<file path="src/rtl/cache_way_param_pkg.sv">
// rtl/cache_way_param_pkg.sv - shared types and default geometry for the parametrised cache way
package cache_way_param_pkg;

   localparam int L1_SETS   = 8;
   localparam int L1_TAG_W  = 9;
   localparam int L1_LINE_W = 128;

   typedef struct packed {
      logic write_data;
      logic write_tag;
      logic write_dirty;
      logic inval_one;
   } cache_way_cmd_t;

   typedef enum logic [1:0] {
      IDLE = 2'd0,
      SCAN = 2'd1,
      WB   = 2'd2,
      DONE = 2'd3
   } flush_state_t;

endpackage

</file>
<file path="src/rtl/cache_way_param_if.sv">
// rtl/cache_way_param_if.sv - access, flush and write-back signal bundle of one cache way
interface cache_way_param_if
   import cache_way_param_pkg::*;
#(
   parameter int SETS   = L1_SETS,
   parameter int TAG_W  = L1_TAG_W,
   parameter int LINE_W = L1_LINE_W
);
   localparam int IDX_W = $clog2(SETS);
   localparam int BE_W  = LINE_W / 8;

   logic [IDX_W-1:0]  index;
   logic [TAG_W-1:0]  tag_in;
   logic [LINE_W-1:0] data_in;
   logic [BE_W-1:0]   byte_en;
   logic              write_data;
   logic              write_tag;
   logic              write_dirty;
   logic              dirty_in;
   logic              inval_one;
   logic              flush_req;
   logic              wb_ack;

   logic              valid_out;
   logic              dirty_out;
   logic [TAG_W-1:0]  tag_out;
   logic [LINE_W-1:0] data_out;
   logic              hit;
   logic              flush_busy;
   logic              flush_done;
   logic              wb_valid;
   logic [IDX_W-1:0]  wb_index;
   logic [TAG_W-1:0]  wb_tag;
   logic [LINE_W-1:0] wb_data;

   modport master (
      output index, tag_in, data_in, byte_en, write_data, write_tag,
             write_dirty, dirty_in, inval_one, flush_req, wb_ack,
      input  valid_out, dirty_out, tag_out, data_out, hit, flush_busy,
             flush_done, wb_valid, wb_index, wb_tag, wb_data
   );

   modport slave (
      input  index, tag_in, data_in, byte_en, write_data, write_tag,
             write_dirty, dirty_in, inval_one, flush_req, wb_ack,
      output valid_out, dirty_out, tag_out, data_out, hit, flush_busy,
             flush_done, wb_valid, wb_index, wb_tag, wb_data
   );

endinterface

</file>
<file path="src/rtl/cache_way_param_bytewrite_array.sv">
// rtl/cache_way_param_bytewrite_array.sv - SETS x LINE_W data store, byte-enable write, two async read ports
module way_bytewrite_array #(
   parameter int  SETS   = 8,
   parameter int  LINE_W = 128,
   localparam int IDX_W  = $clog2(SETS),
   localparam int BE_W   = LINE_W / 8
) (
   input  logic              clk_i,
   input  logic              we_i,
   input  logic [IDX_W-1:0]  widx_i,
   input  logic [LINE_W-1:0] wdata_i,
   input  logic [BE_W-1:0]   wbe_i,
   input  logic [IDX_W-1:0]  ridx_a_i,
   output logic [LINE_W-1:0] rdata_a_o,
   input  logic [IDX_W-1:0]  ridx_b_i,
   output logic [LINE_W-1:0] rdata_b_o
);

   logic [LINE_W-1:0] mem_q [SETS];

   // Byte-gated write; contents are not reset, the way's valid bits qualify them
   always_ff @(posedge clk_i) begin
      if (we_i) begin
         for (int k = 0; k < BE_W; k++) begin
            if (wbe_i[k]) begin
               mem_q[widx_i][8*k +: 8] <= wdata_i[8*k +: 8];
            end
         end
      end
   end

   // Port A serves the access index, port B the flush pointer
   assign rdata_a_o = mem_q[ridx_a_i];
   assign rdata_b_o = mem_q[ridx_b_i];

endmodule

</file>
<file path="src/rtl/cache_way_param.sv">
// rtl/cache_way_param.sv - one cache way: storage, hit compare, invalidate and flush/write-back engine
module cache_way_param
   import cache_way_param_pkg::*;
#(
   parameter int SETS   = L1_SETS,
   parameter int TAG_W  = L1_TAG_W,
   parameter int LINE_W = L1_LINE_W
) (
   input  logic            clk,
   input  logic            rst_n,
   cache_way_param_if.slave bus
);

   localparam int               IDX_W    = $clog2(SETS);
   localparam logic [IDX_W-1:0] LAST_SET = IDX_W'(SETS - 1);

   flush_state_t      state_q, state_d;
   logic [IDX_W-1:0]  ptr_q, ptr_d;
   logic [SETS-1:0]   valid_q, valid_d;
   logic [SETS-1:0]   dirty_q, dirty_d;
   logic [TAG_W-1:0]  tag_q [SETS];

   logic              wb_valid_q, wb_valid_d;
   logic [IDX_W-1:0]  wb_index_q, wb_index_d;
   logic [TAG_W-1:0]  wb_tag_q, wb_tag_d;
   logic [LINE_W-1:0] wb_data_q, wb_data_d;

   logic              busy;
   logic              clr_ptr;
   cache_way_cmd_t    cmd;
   logic [LINE_W-1:0] rd_data;
   logic [LINE_W-1:0] ptr_data;

   assign busy = (state_q != IDLE);

   // Access commands are masked for the whole sweep, DONE included
   always_comb begin
      cmd = '0;
      if (!busy) begin
         cmd.write_data  = bus.write_data;
         cmd.write_tag   = bus.write_tag;
         cmd.write_dirty = bus.write_dirty;
         cmd.inval_one   = bus.inval_one;
      end
   end

   way_bytewrite_array #(
      .SETS   (SETS),
      .LINE_W (LINE_W)
   ) u_data (
      .clk_i     (clk),
      .we_i      (cmd.write_data),
      .widx_i    (bus.index),
      .wdata_i   (bus.data_in),
      .wbe_i     (bus.byte_en),
      .ridx_a_i  (bus.index),
      .rdata_a_o (rd_data),
      .ridx_b_i  (ptr_q),
      .rdata_b_o (ptr_data)
   );

   // Tag store, no reset: valid qualifies it
   always_ff @(posedge clk) begin
      if (cmd.write_tag) begin
         tag_q[bus.index] <= bus.tag_in;
      end
   end

   // Flush sequencing plus capture/release of the write-back line
   always_comb begin
      state_d    = state_q;
      ptr_d      = ptr_q;
      clr_ptr    = 1'b0;
      wb_valid_d = wb_valid_q;
      wb_index_d = wb_index_q;
      wb_tag_d   = wb_tag_q;
      wb_data_d  = wb_data_q;
      case (state_q)
         IDLE: begin
            if (bus.flush_req) begin
               state_d = SCAN;
               ptr_d   = '0;
            end
         end
         SCAN: begin
            if (valid_q[ptr_q] && dirty_q[ptr_q]) begin
               state_d    = WB;
               wb_valid_d = 1'b1;
               wb_index_d = ptr_q;
               wb_tag_d   = tag_q[ptr_q];
               wb_data_d  = ptr_data;
            end else begin
               clr_ptr = 1'b1;
               if (ptr_q == LAST_SET) begin
                  state_d = DONE;
               end else begin
                  ptr_d = ptr_q + IDX_W'(1);
               end
            end
         end
         WB: begin
            if (bus.wb_ack) begin
               clr_ptr    = 1'b1;
               wb_valid_d = 1'b0;
               if (ptr_q == LAST_SET) begin
                  state_d = DONE;
               end else begin
                  state_d = SCAN;
                  ptr_d   = ptr_q + IDX_W'(1);
               end
            end
         end
         DONE: begin
            state_d = IDLE;
         end
         default: begin
            state_d = IDLE;
         end
      endcase
   end

   // Valid/dirty update: write_tag wins over inval_one, inval_one wins over write_dirty
   always_comb begin
      valid_d = valid_q;
      dirty_d = dirty_q;
      if (cmd.write_dirty) begin
         dirty_d[bus.index] = bus.dirty_in;
      end
      if (cmd.inval_one) begin
         valid_d[bus.index] = 1'b0;
         dirty_d[bus.index] = 1'b0;
      end
      if (cmd.write_tag) begin
         valid_d[bus.index] = 1'b1;
      end
      if (clr_ptr) begin
         valid_d[ptr_q] = 1'b0;
         dirty_d[ptr_q] = 1'b0;
      end
   end

   // State, status bits and write-back registers; reset aborts any sweep
   always_ff @(posedge clk or negedge rst_n) begin
      if (!rst_n) begin
         state_q    <= IDLE;
         ptr_q      <= '0;
         valid_q    <= '0;
         dirty_q    <= '0;
         wb_valid_q <= 1'b0;
         wb_index_q <= '0;
         wb_tag_q   <= '0;
         wb_data_q  <= '0;
      end else begin
         state_q    <= state_d;
         ptr_q      <= ptr_d;
         valid_q    <= valid_d;
         dirty_q    <= dirty_d;
         wb_valid_q <= wb_valid_d;
         wb_index_q <= wb_index_d;
         wb_tag_q   <= wb_tag_d;
         wb_data_q  <= wb_data_d;
      end
   end

   assign bus.valid_out  = valid_q[bus.index];
   assign bus.dirty_out  = dirty_q[bus.index];
   assign bus.tag_out    = tag_q[bus.index];
   assign bus.data_out   = rd_data;
   assign bus.hit        = valid_q[bus.index] && (tag_q[bus.index] == bus.tag_in);
   assign bus.flush_busy = busy;
   assign bus.flush_done = (state_q == DONE);
   assign bus.wb_valid   = wb_valid_q;
   assign bus.wb_index   = wb_index_q;
   assign bus.wb_tag     = wb_tag_q;
   assign bus.wb_data    = wb_data_q;

endmodule

</file>
<file path="src/flat_wrapper.sv">
// flat-port wrapper written by rule: the top's interface ports become plain ports
module cache_way_param_flat import cache_way_param_pkg::*;
#(
   parameter int SETS   = L1_SETS,
   parameter int TAG_W  = L1_TAG_W,
   parameter int LINE_W = L1_LINE_W
)
  (clk, rst_n, bus_index, bus_tag_in, bus_data_in, bus_byte_en, bus_write_data, bus_write_tag, bus_write_dirty, bus_dirty_in, bus_inval_one, bus_flush_req, bus_wb_ack, bus_valid_out, bus_dirty_out, bus_tag_out, bus_data_out, bus_hit, bus_flush_busy, bus_flush_done, bus_wb_valid, bus_wb_index, bus_wb_tag, bus_wb_data);
  cache_way_param_if #(.SETS(SETS), .TAG_W(TAG_W), .LINE_W(LINE_W)) bus_i ();
  input  logic clk;
  input  logic rst_n;
  input wire logic [$bits(bus_i.index)-1:0] bus_index;
  input wire logic [$bits(bus_i.tag_in)-1:0] bus_tag_in;
  input wire logic [$bits(bus_i.data_in)-1:0] bus_data_in;
  input wire logic [$bits(bus_i.byte_en)-1:0] bus_byte_en;
  input wire logic [$bits(bus_i.write_data)-1:0] bus_write_data;
  input wire logic [$bits(bus_i.write_tag)-1:0] bus_write_tag;
  input wire logic [$bits(bus_i.write_dirty)-1:0] bus_write_dirty;
  input wire logic [$bits(bus_i.dirty_in)-1:0] bus_dirty_in;
  input wire logic [$bits(bus_i.inval_one)-1:0] bus_inval_one;
  input wire logic [$bits(bus_i.flush_req)-1:0] bus_flush_req;
  input wire logic [$bits(bus_i.wb_ack)-1:0] bus_wb_ack;
  output wire logic [$bits(bus_i.valid_out)-1:0] bus_valid_out;
  output wire logic [$bits(bus_i.dirty_out)-1:0] bus_dirty_out;
  output wire logic [$bits(bus_i.tag_out)-1:0] bus_tag_out;
  output wire logic [$bits(bus_i.data_out)-1:0] bus_data_out;
  output wire logic [$bits(bus_i.hit)-1:0] bus_hit;
  output wire logic [$bits(bus_i.flush_busy)-1:0] bus_flush_busy;
  output wire logic [$bits(bus_i.flush_done)-1:0] bus_flush_done;
  output wire logic [$bits(bus_i.wb_valid)-1:0] bus_wb_valid;
  output wire logic [$bits(bus_i.wb_index)-1:0] bus_wb_index;
  output wire logic [$bits(bus_i.wb_tag)-1:0] bus_wb_tag;
  output wire logic [$bits(bus_i.wb_data)-1:0] bus_wb_data;
  assign bus_i.index = bus_index;
  assign bus_i.tag_in = bus_tag_in;
  assign bus_i.data_in = bus_data_in;
  assign bus_i.byte_en = bus_byte_en;
  assign bus_i.write_data = bus_write_data;
  assign bus_i.write_tag = bus_write_tag;
  assign bus_i.write_dirty = bus_write_dirty;
  assign bus_i.dirty_in = bus_dirty_in;
  assign bus_i.inval_one = bus_inval_one;
  assign bus_i.flush_req = bus_flush_req;
  assign bus_i.wb_ack = bus_wb_ack;
  assign bus_valid_out = bus_i.valid_out;
  assign bus_dirty_out = bus_i.dirty_out;
  assign bus_tag_out = bus_i.tag_out;
  assign bus_data_out = bus_i.data_out;
  assign bus_hit = bus_i.hit;
  assign bus_flush_busy = bus_i.flush_busy;
  assign bus_flush_done = bus_i.flush_done;
  assign bus_wb_valid = bus_i.wb_valid;
  assign bus_wb_index = bus_i.wb_index;
  assign bus_wb_tag = bus_i.wb_tag;
  assign bus_wb_data = bus_i.wb_data;
  cache_way_param #(.SETS(SETS), .TAG_W(TAG_W), .LINE_W(LINE_W)) u_core (.clk(clk), .rst_n(rst_n), .bus(bus_i));
endmodule
</file>
<file path="config.mk">
export PLATFORM = sky130hd
export DESIGN_NAME = cache_way_param_flat
export DESIGN_NICKNAME = d
export VERILOG_FILES = /design/src/rtl/cache_way_param_pkg.sv /design/src/rtl/cache_way_param_if.sv /design/src/rtl/cache_way_param_bytewrite_array.sv /design/src/rtl/cache_way_param.sv /design/src/flat_wrapper.sv
export SDC_FILE = /design/constraint.sdc
export NUM_CORES = 2
export LEC_CHECK = 0
export CORE_ASPECT_RATIO = 0.7
export CORE_MARGIN = 10
export CORE_UTILIZATION = 45
export CTS_BUF_LIST = sky130_fd_sc_hd__clkbuf_2
export CTS_CLUSTER_DIAMETER = 150
export CTS_CLUSTER_SIZE = 16
export DETAILED_ROUTE_END_ITERATION = 12
export GPL_ROUTABILITY_DRIVEN = 1
export PLACE_DENSITY_LB_ADDON = 0.15
export SLEW_MARGIN = 20
export SYNTH_ARGS = -nofsm -noshare
export SYNTH_HDL_FRONTEND = slang
export SYNTH_SLANG_ARGS = --single-unit
</file>
<file path="constraint.sdc">
create_clock -name clk -period 2.8 [get_ports clk]
set_clock_uncertainty 0.2 [all_clocks]
set_input_delay 0.28 -clock clk [delete_from_list [all_inputs] [get_ports clk]]
set_output_delay 0.28 -clock clk [all_outputs]
set_load 0.02 [all_outputs]
</file>
# Word level (Yosys, flattened, before mapping)
# Memories as Yosys holds them, arrays and structs flattened. A register that Yosys moved wholly into a read port is not among the register bits.
# Cells that the tools add are included.
dict set report classes {
  addsub 1
  n_mul 0
  n_div 0
  magnitude_cmp 4
  n_eq_ne 10
  shifts 0
  mux 87
  bitwise_logic 7
  n_reduce_logical 14
}
# op n
set op_table {}
lappend op_table {{$mux 1} 60}
lappend op_table {{$mux 8} 6}
lappend op_table {{$and 8x8->8} 4}
lappend op_table {{$not 8->8} 2}
lappend op_table {{$bmux 1 s3} 4}
lappend op_table {{$mux 3} 4}
lappend op_table {{$mux 2} 5}
lappend op_table {{$eq 9x9->1} 1}
lappend op_table {{$pmux 3 s3} 1}
lappend op_table {{$bwmux 8} 1}
lappend op_table {{$lt 3x4->1 const B} 2}
lappend op_table {{$or 8x8->8} 1}
lappend op_table {{$pmux 2 s4} 1}
lappend op_table {{$demux 1 s3} 2}
lappend op_table {{$ge 3x1->1 const B} 2}
lappend op_table {{$ne 2x2->1 const B} 3}
lappend op_table {{$reduce_and 3->1} 2}
lappend op_table {{$eq 2x2->1 const B} 2}
lappend op_table {{$logic_and 1x1->1} 4}
lappend op_table {{$mux 4} 1}
lappend op_table {{$pmux 1 s2} 2}
lappend op_table {{$reduce_and 4->1} 1}
lappend op_table {{$reduce_bool 2->1} 2}
lappend op_table {{$add 3x1->3 const B} 1}
lappend op_table {{8 further kinds} 9}
dict set report word_totals {
  register_bits 25
  latch_bits 0
  mem_bits_rw 1096
  rom_bits 0
  input_bits 165
  out_inout_bits 283
  wordCells 131
  n_memories 2
}
# name depth width rd rd_ports_with_merged_regs wr line_no
set mem_list {}
lappend mem_list {u_core.u_data.mem_q 8 128 2 1 1 cache_way_param_bytewrite_array.sv:19} ;# logic [LINE_W-1:0] mem_q [SETS];
lappend mem_list {u_core.tag_q 8 9 2 1 1 cache_way_param.sv:21} ;# logic [TAG_W-1:0] tag_q [SETS];

# Depth between registers and ports, before layout
dict set report depth {
  word_depth 11
  depth_mapped 10
  mapped_depth_nobuf 8
}

# By module
# From an unflattened synthesis, not the netlist that was laid out.
dict set report hier_totals {
  hier_cells 2771
  area_unflattened_um2 58303.4
}
# module n_inst cells_each area_each_um2 seq_area_each_um2
set modules_own_cells {}
lappend modules_own_cells {way_bytewrite_array 1 2103 48225.0 30749.5}
lappend modules_own_cells {cache_way_param 1 668 10078.4 6216.0}

# Least setup slack after synthesis
# OpenSTA, ideal clock, no wires.
dict set report synth_timing {
  path_type {input to output}
  startpoint {in bus_index[1]}
  endpoint {out bus_hit}
  arrival_ns 2.255
  required_ns 2.320
  slack_ns 0.065
  stages 8
  n_path_buf 2
  path_cell_list {buf_6 > buf_4 > nor2b_1 > a221oi_1 > o21ai_0 > xnor2_1 > nand4_1 > nor4_2}
}
dict set report synth_via {
  elab_chain_len 3
  word_cells_on_any_way 5
  cone_classes {eq/ne (1); mux (2); reduce/logical (1); memory (1)}
}
# element line_no
set synth_lines {}
lappend synth_lines {{start: declaration} flat_wrapper.sv:12} ;# input wire logic [$bits(bus_i.index)-1:0] bus_index;
lappend synth_lines {{$mem_v2 8x9} -}
lappend synth_lines {{named net bus_tag_out[5]} flat_wrapper.sv:25} ;# output wire logic [$bits(bus_i.tag_out)-1:0] bus_tag_out;
lappend synth_lines {{$eq 9x9->1} cache_way_param.sv:169} ;# assign bus.hit = valid_q[bus.index] && (tag_q[bus.index] == bus.tag_in);
lappend synth_lines {{$logic_and 1x1->1} cache_way_param.sv:169}
lappend synth_lines {{end: declaration} flat_wrapper.sv:27} ;# output wire logic [$bits(bus_i.hit)-1:0] bus_hit;
# The timed path passes the listed nets, and every way through them passes these cells. The select of a mux whose other input is x is not followed.

==> qor.yml <==
clk_path_buf_depth: 3
r2r_start: "u_core.ptr_q[2]"
gp_congestion: 0.878
coreArea_mm2: 0.119
holdPathStages: 7
muxShareOfSynthArea_pct: 15.0
die_w_um: 434
drt_iter0_drc: 4601
final_net_count: 4679
worstPathArrival_ps: 3610
synth_top_area_cell: "edfxtp_1"
fmax_mhz: 245
via_count: 37657
hold_path.class: "input pin to register"
path_buf_inv: 1
routedWlPerCell_um: 29.1
worst_slack_ps: -1290
clkSinkCount: 1258
cts_tree: "yes"
yosys_warnings: 0
criticalPathCategory: "register to output pin"
avgSynthCellArea_um2: 16.6
port-buffer-count: 447
cts_root_buffer: "clkbuf_2"
grt.overflow.total: 0
crit_chain: "mux2_1 > o22a_1 > a21o_1 > a2111oi_4 > nand4_1 > nor4_2 > buf_4"
grt_max_degree: 97
slowest_delay_ps: 470
critPathTopFamily: "compound AO/OA/AOI/OAI gates"
syn_to_final_growth_pct: 30.9
rows: 106
async_flop_share_pct: 12.9
drive_gt1_share_pct: 36.0
r2r_slack_ps: 70
cp.required_ps: 2320
grt_use_total_pct: 25.6
htree_num_levels: 3
slew_headroom_pct: 31.6
final_common_cell: "edfxtp_1"
syn_area_mm2: 0.0539
dp_worst_setup_slack_ps: -545
mostFrequentLayoutCells: "1,096 x edfxtp_1, 572 x buf_4, 331 x dlygate4sd3_1, 278 x a22oi_1, 277 x mux4_2"
synth_cell_types: 62
synth_fa_ha_area_share_pct: 0.163
die_area_mm2: 0.134
slowest_stage: "edfxtp_1"
clkTransAtPathRegs_ps: 320
die_h_um: 310
fin_crit_ps: 4090
period_share_pct: 146
initial_core_util_pct: 45.3
peakVddDrop_v: 0.000482
drv_cap: 0
antenna_found_initial: 10
rsz0062_at_grt: "true"
cp_max_fo: 3
violations: "negative setup slack"
drt_wl_total_um: 179000
drv_slew: 0
worstHoldStart: "bus_index[0]"
dp_hpwl_um: 118000
synth_ff_type: "edfxtp_1"
synthSimpleGateAreaFrac_pct: 4.41
reg2reg_to: "u_core.bus.wb_data[1]"
synth_edf_count: 1096
synth_compound_area_share_pct: 9.58
cts_buffers: 88
worst_pin_slew_ps: 1030
synth_area_leaders: "edfxtp_1 61%, mux4_2 12%, dfrtp_1 7.5%"
p_per_area_mw_per_mm2: 641
syn_nets: 3414
worstSetupEndpointType: "output pin"
remaining_drc_errors: 0
detail-route-antenna-nets: 0
firstDrtPassIters: 6
ys_ff_latch: 1258
crit_path_start_kind: "register"
clock_latency_ps: 1440
hold_end: "u_core.dirty_q[3]"
rr_worst_depth: 5
hold_viol: 0
vias_per_cell: 6.12
power_leakage_nw: 25.2
fin_area_mm2: 0.0706
synth_cells: 3242
synth_xor_area_share_pct: 0.0813
placed_cell_area_mm2: 0.0637
grt_pass1_wl_um: 256000
ys_seq_area_share_pct: 68.6
synth_top_area_share_pct: 61.1
synth_top_family_by_area: "multiplexers"
status: "finished with violations"
io_pins: 448
first_global_vias: 38445
setup_viol: 149
## what timing repair did
action	4_1_cts	5_1_grt
endpoints found under the setup margin	283	168
hold buffers	328	11
buffers inserted	125	80
endpoints found under the hold margin	2376	292
gates resized for setup	1182	311
pin swaps	121	123
cloned	0	4
## final cells by class
class | instances | area [µm²]
clock buffers | 158 | 791
flip-flops and latches | 1258 | 37000
repair buffers | 1422 | 13500
diodes | 9 | 22.5
fillers | 9002 | 48500
multi-input cells | 1723 | 17200
inverters | 14 | 77.6
clock inverters | 6 | 87.6
well taps | 1566 | 1960
## synth_stat cells (2+ instances only)
| cell | instances |
|---|---|
| a2111oi_0 | 2 |
| a21oi_1 | 17 |
| a221o_1 | 5 |
| a221oi_1 | 15 |
| a222oi_1 | 2 |
| a22o_1 | 3 |
| a22oi_1 | 490 |
| a2bb2oi_1 | 6 |
| a32oi_1 | 2 |
| and2_1 | 6 |
| and3b_1 | 2 |
| buf_1 | 20 |
| buf_2 | 88 |
| buf_4 | 14 |
| buf_6 | 3 |
| clkbuf_1 | 121 |
| dfrtp_1 | 162 |
| edfxtp_1 | 1096 |
| ha_1 | 7 |
| inv_1 | 13 |
| mux2_1 | 9 |
| mux2_2 | 16 |
| mux2i_1 | 157 |
| mux4_2 | 277 |
| nand2_1 | 195 |
| nand2b_1 | 3 |
| nand3_1 | 6 |
| nand4_1 | 121 |
| nor2_1 | 156 |
| nor2b_1 | 7 |
| nor3_1 | 3 |
| nor4_1 | 2 |
| o21a_1 | 7 |
| o21ai_0 | 24 |
| o21ai_1 | 146 |
| o22a_1 | 4 |
| o22ai_1 | 4 |
| o2bb2ai_1 | 3 |
| o31a_1 | 2 |
| xnor2_1 | 2 |
| xor2_1 | 3 |
## worst register-to-register path, delay by kind of cell (launching register included)
kind                   cells  cell delay (ps)
flip-flops                 1              570
multiplexers               2              650
AO/OA/AOI/OAI              1               90
buffers and inverters      2             1050
## through the flow
step / hold WS, ps / std cells / util (%) / total power (W) / TNS (ps)
floorplan: -216 / 3242 / - / 0.0315 / 0
global placement: 24.3 / 5446 / 53.5 / 0.0377 / -22170
detailed placement: 24.4 / 5446 / 53.5 / 0.0379 / -23430
CTS: 1.06 / 6060 / 57.5 / 0.0453 / -117740
global route: -1.10 / 6155 / 59.3 / 0.0473 / -149100
finish: 131 / 6156 / 59.3 / 0.0453 / -132950
## sequential cells by signal, summed over array words and instances (netlist names)
name and cells:
u_core.ptr_q 3, u_core.bus.wb_index 3, u_core.bus.wb_tag 9, u_core.bus.wb_valid 1, u_core.state_q 2, u_core.u_data.mem_q 1024, u_core.tag_q 72, u_core.dirty_q 8
u_core.bus.wb_data 128, u_core.valid_q 8
## cells by family (layout without fill, tap and decap cells)
kind of cell             after synthesis  count (layout)
AND/OR/NAND/NOR                      513             513
flip-flops                          1258            1258
XOR/XNOR                               5               5
buffers and inverters                261            1600
multiplexers                         459             459
AO/OA/AOI/OAI                        739             739
adder cells (fa/ha/maj)                7               7
other                                  0               9
## where the power goes
group	switching, W	total [W]	internal, W
clock	0.00573	0.00735	0.00162
combinational	0.00806	0.0154	0.00732
sequential	0.000890	0.0225	0.0216
total	0.0147	0.0453	0.0306
## worst max path at each step
stage	from	to	slack [ps]	cells past startpoint
2_1_floorplan	bus_index[1]	bus_hit	60	8
3_3_place_gp	bus_index[0]	bus_valid_out	-530	9
3_5_place_dp	bus_index[0]	bus_valid_out	-540	9
4_1_cts	u_core.tag_q[6][6]	bus_hit	-1490	7
5_1_grt	u_core.tag_q[2][6]	bus_hit	-1530	7
6_report	u_core.tag_q[5][6]	bus_hit	-1290	7
## metal layers
layer	vias to the layer above	share of wire (%)	GRT usage, %
li1	15889	-	-
met1	19412	38	33.0
met2	1984	50	43.4
met3	368	8.4	4.73
met4	4	3.4	9.49
met5	-	0.012	0
Power figures use the tool's default switching activity.
